**config.mk**
```make
export PLATFORM = sky130hd
export DESIGN_NAME = task_dispatch_stage
export DESIGN_NICKNAME = d
export VERILOG_FILES = /design/src/rtl/task_dispatch_stage.sv
export SDC_FILE = /design/constraint.sdc
export NUM_CORES = 1
export LEC_CHECK = 0
export BUFFER_PORTS_ARGS = -buffer_cell sky130_fd_sc_hd__buf_2
export CAP_MARGIN = 20
export CORE_MARGIN = 2
export CORE_UTILIZATION = 55
export DETAILED_ROUTE_END_ITERATION = 7
export PLACE_DENSITY = 0.82
export SLEW_MARGIN = 5
export SYNTH_ARGS = -nofsm -noshare
export SYNTH_HDL_FRONTEND = slang
export SYNTH_SLANG_ARGS = --single-unit
```
**constraint.sdc**
```tcl
create_clock -name clk -period 6.94 [get_ports clk]
set_clock_uncertainty 0.2 [all_clocks]
set_input_delay 0.347 -clock clk [delete_from_list [all_inputs] [get_ports clk]]
set_output_delay 0.347 -clock clk [all_outputs]
set_load 0.03 [all_outputs]
```
**src/rtl/task_dispatch_stage.sv**
```systemverilog
// task_dispatch_stage
// Takes tasks from the tile task queue and gives each one a free CQ slice
// slot from an internal free list. The task and its slot go to the conflict
// serializer through a registered valid/ready output. The stage respects the
// serializer's almost_full back-pressure. Slots come back through the
// free_valid/free_slot port.
//
// Ports:
//   clk, rstn                  clock, async active-low reset
//   s_valid/s_task/s_ready     task queue side (s_ready is combinational)
//   m_valid/m_task/m_cq_slot   registered output to the serializer
//   m_ready, almost_full       serializer handshake and back-pressure
//   free_valid/free_slot       slot return from commit/abort
//   slots_free                 free-list occupancy
//   init_done                  free list fully initialised
//   free_overflow              sticky: a free arrived while the list was full
//   stat_dispatched            handshakes to the serializer
//   stat_stall_cycles          RUN cycles with s_valid & !s_ready
//
// Optional feature: define DISPATCH_STATS_EN to build the two statistics
// counters. When it is undefined, both stat ports are tied to zero.
module task_dispatch_stage #(
  parameter int unsigned LOG_CQ_SIZE = 7,
  parameter int unsigned TASK_W      = 32
) (
  input  logic                   clk,
  input  logic                   rstn,
  input  logic                   s_valid,
  input  logic [TASK_W-1:0]      s_task,
  output logic                   s_ready,
  output logic                   m_valid,
  output logic [TASK_W-1:0]      m_task,
  output logic [LOG_CQ_SIZE-1:0] m_cq_slot,
  input  logic                   m_ready,
  input  logic                   almost_full,
  input  logic                   free_valid,
  input  logic [LOG_CQ_SIZE-1:0] free_slot,
  output logic [LOG_CQ_SIZE:0]   slots_free,
  output logic                   init_done,
  output logic                   free_overflow,
  output logic [31:0]            stat_dispatched,
  output logic [31:0]            stat_stall_cycles
);

  localparam int unsigned CQ_SIZE = 2 ** LOG_CQ_SIZE;
  localparam logic [LOG_CQ_SIZE:0]   FULL = (LOG_CQ_SIZE + 1)'(CQ_SIZE);
  localparam logic [LOG_CQ_SIZE-1:0] LAST = LOG_CQ_SIZE'(CQ_SIZE - 1);

  typedef enum logic {INIT, RUN} state_t;

  state_t                 state_q, state_d;
  logic [LOG_CQ_SIZE-1:0] init_ptr_q, init_ptr_d;
  logic [LOG_CQ_SIZE-1:0] rd_ptr_q, rd_ptr_d;
  logic [LOG_CQ_SIZE-1:0] wr_ptr_q, wr_ptr_d;
  logic [LOG_CQ_SIZE:0]   count_q, count_d;
  logic                   m_valid_q, m_valid_d;
  logic [TASK_W-1:0]      m_task_q, m_task_d;
  logic [LOG_CQ_SIZE-1:0] m_slot_q, m_slot_d;
  logic                   ovf_q, ovf_d;

  logic [LOG_CQ_SIZE-1:0] fl_mem [CQ_SIZE];
  logic                   push, pop;
  logic [LOG_CQ_SIZE-1:0] push_data;

  assign s_ready = (state_q == RUN) && (count_q != '0) && !almost_full &&
                   (!m_valid_q || m_ready);

  always_comb begin
    state_d    = state_q;
    init_ptr_d = init_ptr_q;
    rd_ptr_d   = rd_ptr_q;
    wr_ptr_d   = wr_ptr_q;
    count_d    = count_q;
    m_valid_d  = m_valid_q;
    m_task_d   = m_task_q;
    m_slot_d   = m_slot_q;
    ovf_d      = ovf_q;
    push       = 1'b0;
    pop        = 1'b0;
    push_data  = free_slot;

    unique case (state_q)
      INIT: begin
        push       = 1'b1;
        push_data  = init_ptr_q;
        init_ptr_d = init_ptr_q + 1'b1;
        if (init_ptr_q == LAST) state_d = RUN;
      end
      RUN: begin
        pop = s_valid && s_ready;
        if (free_valid) begin
          // A free while full fits only if this cycle's pop opens a slot.
          // The read uses the old array contents, so writing the same
          // entry in this cycle is safe.
          if (count_q != FULL || pop) push = 1'b1;
          else                        ovf_d = 1'b1;
        end
      end
      default: state_d = INIT;
    endcase

    if (push) wr_ptr_d = wr_ptr_q + 1'b1;
    if (pop)  rd_ptr_d = rd_ptr_q + 1'b1;
    unique case ({push, pop})
      2'b10:   count_d = count_q + 1'b1;
      2'b01:   count_d = count_q - 1'b1;
      default: count_d = count_q;
    endcase

    if (pop) begin
      m_valid_d = 1'b1;
      m_task_d  = s_task;
      m_slot_d  = fl_mem[rd_ptr_q];
    end else if (m_valid_q && m_ready) begin
      m_valid_d = 1'b0;
    end
  end

  always_ff @(posedge clk or negedge rstn) begin
    if (!rstn) begin
      state_q    <= INIT;
      init_ptr_q <= '0;
      rd_ptr_q   <= '0;
      wr_ptr_q   <= '0;
      count_q    <= '0;
      m_valid_q  <= 1'b0;
      m_task_q   <= '0;
      m_slot_q   <= '0;
      ovf_q      <= 1'b0;
    end else begin
      state_q    <= state_d;
      init_ptr_q <= init_ptr_d;
      rd_ptr_q   <= rd_ptr_d;
      wr_ptr_q   <= wr_ptr_d;
      count_q    <= count_d;
      m_valid_q  <= m_valid_d;
      m_task_q   <= m_task_d;
      m_slot_q   <= m_slot_d;
      ovf_q      <= ovf_d;
    end
  end

  always_ff @(posedge clk) begin
    if (push) fl_mem[wr_ptr_q] <= push_data;
  end

  assign m_valid       = m_valid_q;
  assign m_task        = m_task_q;
  assign m_cq_slot     = m_slot_q;
  assign slots_free    = count_q;
  assign init_done     = (state_q == RUN);
  assign free_overflow = ovf_q;

`ifdef DISPATCH_STATS_EN
  logic [31:0] disp_q, disp_d, stall_q, stall_d;

  always_comb begin
    disp_d  = disp_q;
    stall_d = stall_q;
    if (m_valid_q && m_ready)                    disp_d  = disp_q + 1'b1;
    if (state_q == RUN && s_valid && !s_ready)   stall_d = stall_q + 1'b1;
  end

  always_ff @(posedge clk or negedge rstn) begin
    if (!rstn) begin
      disp_q  <= '0;
      stall_q <= '0;
    end else begin
      disp_q  <= disp_d;
      stall_q <= stall_d;
    end
  end

  assign stat_dispatched   = disp_q;
  assign stat_stall_cycles = stall_q;
`else
  assign stat_dispatched   = '0;
  assign stat_stall_cycles = '0;
`endif

endmodule

```
# --- Word-level counts from Yosys, hierarchy flattened ---
# Memory sizes are Yosys's and may differ from the RTL's. A register that Yosys moved wholly into a read port is not among the register bits.
# Index checks and enable logic that the tools add are counted.
word_totals:
  reg_bits: 64
  latch_bits: 0
  mem_bits_rw: 896
  mem_bits_ro: 0
  in_bits: 45
  out_inout_bits: 115
  word_cells: 46
  n_memories: 1
classes:
  add_sub_neg: 5
  multipliers: 0
  div_mod_pow: 0
  order_cmp: 0
  eq_ne: 4
  shifts: 0
  mux: 12
  n_bitwise: 2
  n_reduce_logical: 14
memory_table:
  columns: ["name", "depth", "width", "read_ports", "rd_ports_with_merged_regs", "write_ports", "line", "text"]
  rows:
  - ["fl_mem", 128, 7, 1, 1, 1, "61", "logic [LOG_CQ_SIZE-1:0] fl_mem [CQ_SIZE];"]
ops:
  columns: ["op", "count"]
  rows:
  - ["adder 7 x 1 -> 7 bit, second input constant", 3]
  - ["one-hot mux 8 bit (2 select lines)", 1]
  - ["2-to-1 mux 1 bit", 9]
  - ["adder 8 x 1 -> 8 bit, second input constant", 1]
  - ["inequality test 8 bit, second input constant", 1]
  - ["nonzero test 8 bit", 1]
  - ["subtractor 8 x 1 -> 8 bit, second input constant", 1]
  - ["equality test 7 bit, second input constant", 1]
  - ["2-to-1 mux 7 bit", 1]
  - ["logical AND 1 bit", 5]
  - ["nonzero test 2 bit", 2]
  - ["logical NOT 1 bit", 3]
  - ["AND reduction 3 bit", 1]
  - ["equality test 2 x 1 -> 1 bit, second input constant", 1]
  - ["equality test 2 bit, second input constant", 1]
  - ["logical OR 1 bit", 2]
  - ["inverter 1 bit", 2]
  - ["one-hot mux 1 bit (2 select lines)", 1]

# --- Longest topological paths before layout ---
# Gate-level depths: netlist of run 1.
depth:
  depth_word: 11
  ltp_mapped: 14
  ltp_nobuf: 13

# --- Worst setup path before layout of run 1 ---
# Ideal clock, no wire load.
synth_path:
  path_type: "reg2reg"
  startpoint: "register state_q (netlist: init_done)"
  endpoint: "memory fl_mem[0][6] (data pin)"
  setup_ns: 1.197
  t_arrival_ns: 5.929
  required_time_ns: 5.543
  path_slack_ns: -0.385
  path_stages_with_launch: 4
  n_path_buf: 2
  synth_period_minus_slack_ns: 7.325
  path_cell_list: "dfrtp_1 > clkbuf_2 > buf_1 > o21ai_0"
synth_via:
  elab_chain_cells: 1
synth_lines:
  columns: ["element", "line", "text"]
  rows:
  - ["start: declaration", "51", "state_t state_q, state_d;"]
  - ["start signal: assignment", "131", "state_q <= state_d;"]
  - ["2-to-1 mux 7 bit", "82", "unique case (state_q)"]
  - ["net push_data[6]", "63", "logic [LOG_CQ_SIZE-1:0] push_data;"]
  - ["end: declaration", "61", null]
# The timed path passes the listed nets, and every way through them passes these cells.

# --- Worst setup path after layout of run 1 ---
layout_path:
  startpoint: "register state_q (netlist: init_done)"
  endpoint: "register count_q[7] (netlist: slots_free[7])"
layout_via:
  elab_chain_cells: 10
  word_cells_on_any_way: 14
  classes_between: "2 x eq/ne; 5 x mux; 1 x bitwise; 6 x reduce/logical"
layout_lines:
  columns: ["element", "line", "text"]
  rows:
  - ["logical AND 1 bit (3 in series)", "65", "assign s_ready = (state_q == RUN) && (count_q != '0) && !almost_full &&"]
  - ["logical AND 1 bit", "90", "pop = s_valid && s_ready;"]
  - ["logical OR 1 bit", "95", "if (count_q != FULL || pop) push = 1'b1;"]
  - ["2-to-1 mux 1 bit", "95", null]
  - ["2-to-1 mux 1 bit", "91", "if (free_valid) begin"]
  - ["one-hot mux 1 bit (2 select lines)", "82", null]
  - ["equality test 2 x 1 -> 1 bit or equality test 2 bit (tied branches)", "104", "unique case ({push, pop})"]
  - ["one-hot mux 8 bit (2 select lines) or nonzero test 2 bit (tied branches)", null, null]
  - ["end signal: assignment", "135", "count_q <= count_d;"]
  - ["end: declaration", "55", "logic [LOG_CQ_SIZE:0] count_q, count_d;"]
# Parallel ways exist; a longest one is shown, timed or not.
# A chain may end at the register's enable or synchronous reset.

==> flow_summary.json, run 1 <==
{
  "status": "finished, final reports clean",
  "critical-path-slowest-cell": "dfrtp_1",
  "htree_num_levels": 3,
  "start_kind": "register",
  "synth_area_mm2": 0.0389,
  "crit_path_max_fanout": 17,
  "ctsResizeCount": 0,
  "comb_power_share_pct": 1.9,
  "viasPerCell": 6.39,
  "finalInstanceArea_mm2": 0.0434,
  "grtUsageTotal_pct": 24.6,
  "hold_buffers": 36,
  "hold_end": "fl_mem[104][0]",
  "final_common_cell": "edfxtp_1",
  "grt_use_met2_pct": 40.9,
  "seqPwrFrac_pct": 54.8,
  "rows": 97,
  "antenna_left": 0,
  "pwr-share-clk_pct": 43.3,
  "fp.dieH_um": 270,
  "core_mm2": 0.0700,
  "crit_path_max_incr_delay_ps": 860,
  "cp_cell_sequence": "nand4b_1 > and3_1 > o21ai_1 > buf_4 > inv_1 > ha_1 > ha_1 > a21o_1 > a21oi_1 > o21bai_1 > a2111o_1 > a2111o_1 > o211ai_1",
  "crit_cells": 13,
  "grt_start_max_net_pins": 97,
  "path_delay_family": "compound AO/OA/AOI/OAI gates",
  "synth_edf_count": 896,
  "antenna_found_initial": 1,
  "hpwl_mm": 52.6,
  "crit_path_end_kind": "register",
  "synthFlopType": "edfxtp_1",
  "p_sw_mw": 2.38,
  "grt_pass1_wl_mm": 134,
  "synthToLayoutAreaGrowth_pct": 11.4,
  "crit_required_ps": 7280,
  "worstMarginPinSlew_ps": 1180,
  "grt_use_met1_pct": 32.0,
  "reg2regPathDepth": 13,
  "stdcell_count": 3263,
  "placed_cell_area_mm2": 0.0399,
  "slew_headroom_pct": 21.0,
  "die_x_um": 270,
  "cts_max_path_buffers": 3,
  "io_pins": 160,
  "die_area_mm2": 0.0729,
  "io_buffer_count": 95,
  "yosysUniqueCellTypes": 61,
  "min_path_cells": 2,
  "firstDrtPassIters": 8,
  "rsz0062_at_grt": "no",
  "gr-total-overflow": 0,
  "ys_seq_area_share_pct": 73.7,
  "ys_warn_count": 0,
  "totalWireLength_mm": 90.4,
  "critPathBufInv": 2,
  "vias": 20800,
  "syn_avg_cell_area_um2": 18.6,
  "hp-start": "free_slot[0]",
  "power.internal_mw": 9.29,
  "finalNetCount": 2299,
  "top_usage_layer": "met2",
  "switching_share_pct": 20.4,
  "initial_core_util_pct": 55.6,
  "drt_iter0_drc": 2875,
  "gp_congestion": 0.902,
  "grtUsageMet3_pct": 5.25,
  "fillerInstances": 4490,
  "cp.arrival_ps": 4950,
  "grt_pass1_vias": 20800,
  "power-per-cell-area_mw_per_mm2": 269,
  "hp-class": "in -> reg",
  "drive_gt1_share_pct": 20.4,
  "setup_violations": 0,
  "clock-root-buffer": "clkbuf_16",
  "ys_ff_latch": 967,
  "layout_setup_ws_ps": 2340,
  "clkSlewWorstSetupHoldPaths_ps": 60,
  "fmax_mhz": 217,
  "finalSetupTns_ps": 0,
  "ir_drop_mv": 0.258,
  "finalMaxSlewViolations": 0,
  "p_total_mw": 11.7,
  "power.leakage_nw": 13.3,
  "period_share_pct": 66.3,
  "cap_violations": 0,
  "cts_made_buffers": 93,
  "timing_hold_violations_final": 0,
  "cts_setup_buffers": 0,
  "rr_startpoint": "init_done",
  "reg2reg_to": "slots_free[7]",
  "route.detailed.drc": 0,
  "cts_tree": "yes",
  "worstSetupPathType": "reg -> reg",
  "period_needed_ps": 4600,
  "cts.sinks": 967,
  "syn-instance-count": 2098,
  "routedWlPerCell_um": 27.7,
  "placedCellCount": 3048,
  "rrSetupSlack_ps": 2340,
  "synth-async-reset-ratio_pct": 7.34,
  "dpl_worst_slack_ps": 2620,
  "clock_latency_ps": 650,
  "layout_common_cells": "edfxtp_1 (896), mux2i_1 (204), nor2_1 (176)"
}
## sequential cells by signal, summed over array words and instances (netlist names)
signal         cells
m_task            32
init_done          1
slots_free         8
m_valid            1
free_overflow      1
fl_mem           896
m_cq_slot          7
init_ptr_q         7
rd_ptr_q           7
wr_ptr_q           7
## power by group through the flow
| stage | Combinational, mW | Clock [mW] | Sequential [mW] |
|---|---|---|---|
| 2_1_floorplan | 0.172 | 0 | 6.49 |
| 3_3_place_gp | 0.199 | 0 | 6.51 |
| 3_5_place_dp | 0.205 | 0 | 6.51 |
| 4_1_cts | 0.222 | 5.06 | 6.39 |
| 5_1_grt | 0.239 | 5.27 | 6.39 |
| 6_report | 0.225 | 5.05 | 6.39 |
## cell usage after synthesis, types with 16 or more instances
master	count	area share, %
nor3_1	33	0.42
mux2i_1	204	5.2
dfrtp_1	71	4.6
mux4_2	142	8.2
a21oi_1	26	0.33
edfxtp_1	896	69
mux2_2	43	1.2
nand3_1	30	0.39
a22oi_1	29	0.56
nor2_1	177	1.7
clkbuf_1	44	0.42
nand2b_1	16	0.26
xnor2_1	18	0.40
o22ai_1	39	0.63
buf_4	84	1.6
nand2_1	27	0.26
o21ai_0	42	0.54
buf_2	21	0.27
## final cells by class
type / count / area [um^2] / share of cell area [%]
Timing Repair Buffer: 165 / 1150 / 2.65
Sequential cell: 967 / 28700 / 66.1
Clock inverter: 63 / 571 / 1.32
Antenna cell: 1 / 2.50 / 0.00577
Clock buffer: 111 / 2480 / 5.72
Multi-Input combinational cell: 1005 / 9270 / 21.4
Tap cell: 940 / 1180 / 2.71
Inverter: 11 / 41.3 / 0.0952
## worst register-to-register path: cells and delay by family (launching register included)
kind | cells | cell delay (ps)
and+or+nand+nor | 2 | 730
DFF | 1 | 860
buffers and inverters | 2 | 350
adders and majority gates | 2 | 700
AOI/OAI and AO/OA | 7 | 1700
## stage by stage
stage | hold slack [ps] | utilization, %
after floorplan | -149 | -
after global placement | 263 | 57.0
after detailed placement | 285 | 57.0
after CTS | 225 | 61.9
after global routing | 275 | 61.9
final | 239 | 61.9
## per-layer routing
layer / vias to the layer above / part of all wire, %
met3: 263 / 11
met4: 0 / 4.1
li1: 8528 / -
met1: 10700 / 36
met2: 1362 / 50
met5: - / 0
## worst max-delay path by stage
stage,start,end,slack (ps)
6_report,init_done,slots_free[7],2340
5_1_grt,init_done,slots_free[7],2140
4_1_cts,init_done,slots_free[7],2410
3_5_place_dp,init_done,slots_free[7],2620
3_3_place_gp,init_done,slots_free[7],2700
2_1_floorplan,init_done,fl_mem[0][6],1820
## kinds of logic (layout without fill, tap and decap cells)
family                   count (synthesis)  in the layout  synth area share [%]
flip-flops                             967            967                  73.7
multiplexers                           395            395                  15.1
AND/OR/NAND/NOR                        322            322                  3.71
AO/OA/AOI/OAI                          189            189                  3.29
buffers and inverters                  189            350                  3.31
XOR/XNOR                                24             24                 0.540
adder cells (fa/ha/maj)                 11             11                 0.373
other                                    1             65               0.00963
No activity file was read; power rests on OpenSTA's default activity.
==> run 2: changes to the inputs <==
==> constraint.sdc (replaced) <==
create_clock -name clk -period 3.95 [get_ports clk]
set_clock_uncertainty 0.2 [all_clocks]
set_input_delay 0.1975 -clock clk [delete_from_list [all_inputs] [get_ports clk]]
set_output_delay 0.1975 -clock clk [all_outputs]
set_load 0.03 [all_outputs]
==> run 2 against run 1 <==
- fmax up 19%
- sequential power rose by 75%
- critical path depth is the same
- wire length is 1.7% lower
- utilization is 0.20 points higher
- largest cell class unchanged
==> flow_summary.json, run 2 (synthesis results as in run 1) <==
{
  "status": "finished, final reports clean",
  "power.leakage_nw": 13.4,
  "whs_ps": 74.4,
  "fmax_mhz": 259,
  "finalNetCount": 2320,
  "period_needed_ps": 3860,
  "drt_iter0_drc": 2652,
  "drive_gt1_share_pct": 20.6,
  "totalWireLength_mm": 88.9,
  "gr-total-overflow": 0,
  "seqPwrFrac_pct": 55.7,
  "antenna_found_initial": 0,
  "placedCellCount": 3074,
  "p_sw_mw": 4.04,
  "hpwl_mm": 53.6,
  "comb_power_share_pct": 2.0,
  "rows": 97,
  "dpl_worst_slack_ps": 27.2,
  "worstMarginPinSlew_ps": 1100,
  "grt_start_max_net_pins": 83,
  "grt_pass1_vias": 21000,
  "pwr-share-clk_pct": 42.3,
  "initial_core_util_pct": 55.6,
  "die_x_um": 270,
  "final_util_pct": 62.1,
  "switching_share_pct": 20.1,
  "power-per-cell-area_mw_per_mm2": 463,
  "core_mm2": 0.0700,
  "routedWlPerCell_um": 27.1,
  "crit_path_end_kind": "register",
  "cts.sinks": 967,
  "ir_drop_mv": 0.609,
  "htree_num_levels": 3,
  "finalSetupTns_ps": 0,
  "clock-root-buffer": "clkbuf_16",
  "vias": 20500,
  "power.internal_mw": 16.1,
  "firstDrtPassIters": 6,
  "layout_setup_ws_ps": 93.5,
  "synthToLayoutAreaGrowth_pct": 11.8,
  "cts_tree": "yes",
  "grt_pass1_wl_mm": 133,
  "largest_reg_flops": 896,
  "p_total_mw": 20.2,
  "gp_congestion": 0.909,
  "top_register": "fl_mem",
  "start_kind": "register",
  "layout_common_cells": "edfxtp_1 (896), mux2i_1 (204), nor2_1 (176)",
  "crit_path_max_fanout": 6,
  "io_pins": 160,
  "die_area_mm2": 0.0729,
  "setup_violations": 0,
  "slew_headroom_pct": 24.7,
  "period_share_pct": 97.6,
  "hp-class": "in -> async",
  "rr_startpoint": "slots_free[4]",
  "placed_cell_area_mm2": 0.0402,
  "timing_hold_violations_final": 0,
  "reg2reg_to": "slots_free[7]",
  "viasPerCell": 6.25,
  "clock_latency_ps": 660,
  "fp.dieH_um": 270,
  "worstSetupPathType": "reg -> reg",
  "cts_max_path_buffers": 3,
  "finalInstanceArea_mm2": 0.0435,
  "crit_required_ps": 4290,
  "cap_violations": 0,
  "final_common_cell": "edfxtp_1",
  "stdcell_count": 3275,
  "grtUsageTotal_pct": 24.5,
  "finalMaxSlewViolations": 0,
  "clkSlewWorstSetupHoldPaths_ps": 60,
  "fillerInstances": 4547,
  "route.detailed.drc": 0,
  "n_antenna_cell": 0,
  "io_buffer_count": 95,
  "antenna_left": 0,
  "reg2regPathDepth": 13,
  "cp.arrival_ps": 4200,
  "rrSetupSlack_ps": 90,
  "cts_made_buffers": 90
}
[run 2: cell types whose count changed in the layout (fill, tap and decap cells not counted), moves of 8 or more]
cell        change
buf_12         +11
buf_4          +14
clkbuf_1       +11
clkinv_2        -8
clkinvlp_4     -10
[run 2: worst max path at each step]
stage                              from            end  slack [ps]  depth (start not counted)
after global routing      slots_free[4]  slots_free[7]          -2                         13
after CTS                 slots_free[4]  slots_free[7]          80                         13
final                     slots_free[4]  slots_free[7]          90                         13
after floorplan           slots_free[4]  slots_free[7]           7                         14
after global placement    slots_free[4]  slots_free[7]         190                         13
after detailed placement  slots_free[4]  slots_free[7]          30                         13
[run 2: worst max-delay path, cell delays in order (launching register included)]
cell and delay [ps]:
dfrtp_1 400, or4_1 590, nor2_1 190, and3_1 210, o21ai_1 100, inv_1 120
ha_4 180, ha_1 240, a21o_1 170, a21oi_2 210, o21bai_1 150, a2111o_1 470
a2111o_1 390, o211ai_1 120
[run 2: power groups by stage]
stage | clock network (mW) | registers, mW | logic (mW)
finish | 8.53 | 11.2 | 0.396
floorplan | 0 | 11.4 | 0.302
detailed placement | 0 | 11.4 | 0.361
global placement | 0 | 11.4 | 0.348
global route | 8.98 | 11.2 | 0.427
CTS | 8.59 | 11.2 | 0.393
[run 2: layout make-up]
cell class	count	area [um^2]	share of cell area, %
Inverter	11	41.3	0.0949
Clock buffer	122	2480	5.69
Clock inverter	41	405	0.932
Tap cell	940	1180	2.70
Multi-Input combinational cell	1005	9280	21.3
Sequential cell	967	28700	65.9
Timing Repair Buffer	189	1450	3.33
[run 2: timing repair]
| action | CTS | global route |
|---|---|---|
| setup endpoints to repair | 1 | 1 |
| hold buffers | 36 | 0 |
| resized for setup | 1 | 1 |
| endpoints found under the hold margin | 105 | 0 |
| setup buffers | 0 | 2 |
[run 2: layer usage]
layer,wire length (um),track usage [%],up-vias
met2,43800,39.9,1281
met3,8830,5.05,241
li1,-,-,8547
met1,32600,32.3,10400
met5,0,0,-
met4,3650,10.3,0
